**src/rtl/fifo1_deq_serializer.sv**
```systemverilog
// Single-element FIFO reader: dequeues one wide element and emits it LSB-first as narrow beats.
// Optional: define FIFO1_DEQ_SERIALIZER_LAST_EN to add out_enq_last marking each element's final beat.
module fifo1_deq_serializer #(
  parameter int DATA_WIDTH = 704,
  parameter int BEAT_WIDTH = 32
) (
  input  logic                  CLK,
  input  logic                  nRST,
  input  logic [DATA_WIDTH-1:0] in_first,
  input  logic                  in_first_rdy,
  input  logic                  in_deq_rdy,
  output logic                  in_deq_ena,
  output logic [BEAT_WIDTH-1:0] out_enq_v,
  output logic                  out_enq_ena,
  input  logic                  out_enq_rdy,
  output logic                  busy
`ifdef FIFO1_DEQ_SERIALIZER_LAST_EN
  ,
  output logic                  out_enq_last
`endif
);

  localparam int BEATS = DATA_WIDTH / BEAT_WIDTH;
  localparam int CW = (BEATS > 1) ? $clog2(BEATS) : 1;
  localparam logic [CW-1:0] LAST = CW'(BEATS - 1);

  typedef enum logic {IDLE, SEND} state_t;

  state_t                state;
  logic [DATA_WIDTH-1:0] shreg;
  logic [CW-1:0]         cnt;
  logic                  take;
  logic                  last_beat;

  assign take        = in_deq_rdy && in_first_rdy;
  assign last_beat   = (state == SEND) && (cnt == LAST);
  // Reload on the accepted last beat keeps the beat stream gap-free across elements.
  assign in_deq_ena  = take && ((state == IDLE) || (last_beat && out_enq_rdy));
  assign out_enq_ena = (state == SEND) && out_enq_rdy;
  assign out_enq_v   = shreg[BEAT_WIDTH-1:0];
  assign busy        = (state == SEND);

`ifdef FIFO1_DEQ_SERIALIZER_LAST_EN
  assign out_enq_last = last_beat;
`endif

  always_ff @(posedge CLK) begin
    if (!nRST) begin
      state <= IDLE;
      cnt   <= '0;
      shreg <= '0;
    end else begin
      case (state)
        IDLE: begin
          if (take) begin
            shreg <= in_first;
            cnt   <= '0;
            state <= SEND;
          end
        end
        SEND: begin
          if (out_enq_rdy) begin
            if (cnt != LAST) begin
              shreg <= shreg >> BEAT_WIDTH;
              cnt   <= cnt + CW'(1);
            end else if (take) begin
              shreg <= in_first;
              cnt   <= '0;
            end else begin
              state <= IDLE;
              cnt   <= '0;
            end
          end
        end
        default: state <= IDLE;
      endcase
    end
  end

endmodule

```
**config.mk**
```make
export PLATFORM = sky130hd
export DESIGN_NAME = fifo1_deq_serializer
export DESIGN_NICKNAME = d
export VERILOG_FILES = /design/src/rtl/fifo1_deq_serializer.sv
export SDC_FILE = /design/constraint.sdc
export NUM_CORES = 2
export LEC_CHECK = 0
export BUFFER_PORTS_ARGS = -buffer_cell sky130_fd_sc_hd__buf_2
export CAP_MARGIN = 20
export CELL_PAD_IN_SITES_DETAIL_PLACEMENT = 1
export CELL_PAD_IN_SITES_GLOBAL_PLACEMENT = 1
export CORE_AREA = 2 2 290 292
export CTS_BUF_LIST = sky130_fd_sc_hd__clkbuf_4
export CTS_CLUSTER_DIAMETER = 150
export CTS_CLUSTER_SIZE = 30
export DETAILED_ROUTE_END_ITERATION = 8
export DIE_AREA = 0 0 292 294
export PLACE_DENSITY = 0.72
export REMOVE_ABC_BUFFERS = 1
export SYNTH_ARGS = -nofsm -noshare
export SYNTH_HDL_FRONTEND = slang
export SYNTH_SLANG_ARGS = --single-unit
```
**constraint.sdc**
```tcl
create_clock -name CLK -period 3.5 [get_ports CLK]
set_input_delay 0.35 -clock CLK [delete_from_list [all_inputs] [get_ports CLK]]
set_output_delay 0.35 -clock CLK [all_outputs]
set_load 0.03 [all_outputs]
```
==> impl_results.md <==
* Met2 usage at 0.5087
* Vias in the first global route at 32780
* NumNets Final at approximately 4500
* Storage cell area at between 0.01 and 0.015 sq mm
* Worst r2r src: cnt[0]
* Yosys warning count at 0
* Max Slew Vio Count at 0
* Die X-Extent at 292 um
* Fin. Hold Viols at 0
* Inst Count DP at 4070
* Setup TNS at 0 ps
* Final Instance Area at 0.04240 sq mm
* CTS tree: done
* Hold slack at 46.85 ps
* Area Overhead vs Synth at 38.86%
* Max VDD drop at about 0.26 mV
* Synth Instances at 2602
* Min-Delay Endpoint: shreg[211]
* Setup crit start kind: flop
* # fillers at 8845
* Worst slew margin at 0.003768
* Worst min path class: in -> reg
* Number of vias per cell at slightly above 6
* Tot Pwr at 15.94 mW
* RD Place Congestion at 0.8476
* Global router's overall resource usage at 0.2915
* TritonCTS Buffers at 27
* Io pins at 744
* Synth unique cells at 38
* Clk pin slew, worst setup/hold paths at 330 ps
* R2r setup slk at 230 ps
* DRT antenna net count at 0
* Routed via count at 30628
* Finished Layout Cells at approximately 5000
* Min Tclk post-route at around 3300 ps
* Data arrival time of the critical path at 4250 ps
* Maximum clock rate at 0.3056 GHz
* GRT busiest layer: met2
* Placeable Area at 0.08289 sq mm
* R2r worst-path depth at 7
* Die height at 294 um
* Drt first pass iters at 7
* Clk root buf: clkbuf_4
* Port buffer count at approximately 740
* WS Path Type: reg -> reg
* Maximum fanout along the worst path at 198
* Seq/Total Area, Yosys at 0.4655
* Area occupied by multi-input gates at 0.01406 sq mm
* Clock latency on the worst-skew pair at ~990 ps
* CP endpoint kind: flop
* Antenna violations before repair at 86
* Congestion Overflow GR at 0
* Clock skew at between 50 and 60 ps
* Clock sink count at 710
* DRC viols at 0
* Share of cells above drive strength 1 at 0.3788
* Routed wire per std cell at 27.07 um
* Placed cell area at 0.03434 sq mm
* Status: completed
* Pleak at approximately 17 nW
* Initial Utilization at 0.3684
* First-pass GRT wire length at 199.6 mm
* H-tree levels at 1
* # Max-Cap Violations at 0
* CTS max path bufs at 3
* Synthesized area per cell at 11.74 sq um
* Total Routed Length at 133.9 mm
* Full die area at roughly 0.086 sq mm
* Final Cycle Share at 0.9349
* Pin count of the biggest net entering global routing at 238
* Worst Tran Pin Value at 1494 ps
* Final setup viols at 0
* PwrDens at 375.9 mW/mm^2
* Hold Crit Start: nRST
* Floorplan row count at 106
* RSZ-0062 raised after global routing: false
* M1 GR Usage at 0.3376
* Worst hold stages at 4
* GR Util met3 at 0.04539
* WP data required at between 4000 and 5000 ps
* DP HPWL at ~74 mm
* Drt initial violations at ~2700
* Reg2Reg Capture Point: shreg[253]
* Mapped Area at 0.03054 sq mm
* Seq cells post-synth at 710
flip-flops by register name, indices dropped and copies added, names as in the netlist:
signal	count
cnt	5
shreg	704
busy	1
metal layers:
metal	part of all wire	wire length, um
met1	0.39	51570
met2	0.50	67350
met3	0.051	6860
met4	0.060	8099
met5	0.00040	53
what timing repair did:
item                       CTS  global route
hold buffers               760             0
setup endpoints to repair    1             0
buffers inserted             1             0
gates resized for setup      1             0
hold endpoints to repair   710             0
cell type report:
| cell class | instances | share of cell area |
|---|---|---|
| Inverter | 69 | 0.006167 |
| Tap cell | 1080 | 0.03187 |
| Multi-Input combinational cell | 1412 | 0.3316 |
| Antenna cell | 87 | 0.005135 |
| Clock buffer | 27 | 0.004780 |
| Clock inverter | 1 | 0.0002656 |
| Timing Repair Buffer | 1561 | 0.2850 |
| Sequential cell | 710 | 0.3352 |
cell families after synthesis:
logic type,synth area share
AOI/OAI and AO/OA,0.4531
DFF,0.4655
buffers and inverters,0.07675
and+or+nand+nor,0.003893
adders and majority gates,0.0008194
synthesized netlist by cell type:
| master | count | area share |
|---|---|---|
| nand3b_1 | 1 | 0.00025 |
| o32ai_1 | 1 | 0.00029 |
| a41oi_1 | 1 | 0.00029 |
| a221oi_1 | 4 | 0.0011 |
| a22o_1 | 32 | 0.0092 |
| o211ai_1 | 1 | 0.00025 |
| o211ai_2 | 1 | 0.00041 |
| buf_6 | 8 | 0.0030 |
| or3_1 | 2 | 0.00041 |
| o31a_1 | 608 | 0.17 |
| and2_1 | 1 | 0.00021 |
| nand4b_4 | 1 | 0.00078 |
| inv_1 | 67 | 0.0082 |
| o221a_2 | 561 | 0.21 |
| nor2b_1 | 1 | 0.00021 |
| a2111oi_2 | 1 | 0.00049 |
| and4b_1 | 1 | 0.00033 |
| a221oi_2 | 29 | 0.014 |
| o31ai_1 | 32 | 0.0079 |
| o221a_1 | 79 | 0.029 |
| inv_2 | 2 | 0.00025 |
| ha_1 | 2 | 0.00082 |
| nand2b_1 | 1 | 0.00021 |
| a21o_1 | 1 | 0.00025 |
| o22ai_1 | 1 | 0.00021 |
| buf_4 | 82 | 0.020 |
| buf_2 | 124 | 0.020 |
| a22oi_1 | 1 | 0.00025 |
| clkbuf_1 | 190 | 0.023 |
| a311oi_1 | 2 | 0.00057 |
| a31oi_1 | 32 | 0.0066 |
| nand3_1 | 4 | 0.00066 |
| or4_1 | 1 | 0.00025 |
| a21oi_1 | 4 | 0.00066 |
| clkbuf_4 | 4 | 0.00098 |
| buf_1 | 4 | 0.00049 |
| dfxtp_1 | 710 | 0.47 |
| nand2_1 | 5 | 0.00061 |
stage by stage:
| step | utilization | setup slack, ps |
|---|---|---|
| 2_1_floorplan | - | -89220 |
| 3_3_place_gp | 0.4143 | 821.0 |
| 3_5_place_dp | 0.4143 | 703.9 |
| 4_1_cts | 0.5089 | 269.8 |
| 5_1_grt | 0.5113 | 109.5 |
| 6_report | 0.5115 | 227.9 |
critical path: stages, from the launching register on:
cell and delay, ps:
dfxtp_1 490, ha_1 310, and4b_4 300, buf_4 320
buf_12 630, o31a_1 230, o221a_2 160, dlygate4sd3_1 540
placed cells by master (no fill, tap or decap), drive strengths merged:
| cell | Yosys | layout |
|---|---|---|
| a2111oi | 1 | 1 |
| a21o | 1 | 1 |
| a21oi | 4 | 4 |
| a221oi | 33 | 33 |
| a22o | 32 | 32 |
| a22oi | 1 | 1 |
| a311oi | 2 | 2 |
| a31oi | 32 | 32 |
| a41oi | 1 | 1 |
| and2 | 1 | 1 |
| and4b | 1 | 2 |
| buf | 218 | 801 |
| clkbuf | 194 | 27 |
| dfxtp | 710 | 710 |
| diode | 0 | 87 |
| dlygate4sd3 | 0 | 760 |
| ha | 2 | 2 |
| inv | 69 | 70 |
| nand2 | 5 | 5 |
| nand2b | 1 | 1 |
| nand3 | 4 | 4 |
| nand3b | 1 | 1 |
| nand4b | 1 | 1 |
| nor2b | 1 | 1 |
| o211ai | 2 | 2 |
| o221a | 640 | 640 |
| o22ai | 1 | 1 |
| o31a | 608 | 608 |
| o31ai | 32 | 32 |
| o32ai | 1 | 1 |
| or3 | 2 | 2 |
| or4 | 1 | 1 |
worst max path at each step:
stage	to	start	slack, ps
after floorplan	shreg[0]	cnt[0]	-89220
after global placement	shreg[549]	cnt[1]	820
after detailed placement	shreg[20]	cnt[0]	700
after CTS	in_deq_ena	cnt[0]	270
after global routing	shreg[545]	cnt[0]	110
final	shreg[253]	cnt[0]	230
power by group:
group	switching (mW)	internal (mW)
Sequential	0.517	8.86
Clock	2.57	0.360
Combinational	1.63	2.00
Total	4.72	11.2
(Power assumes the default switching activity.)
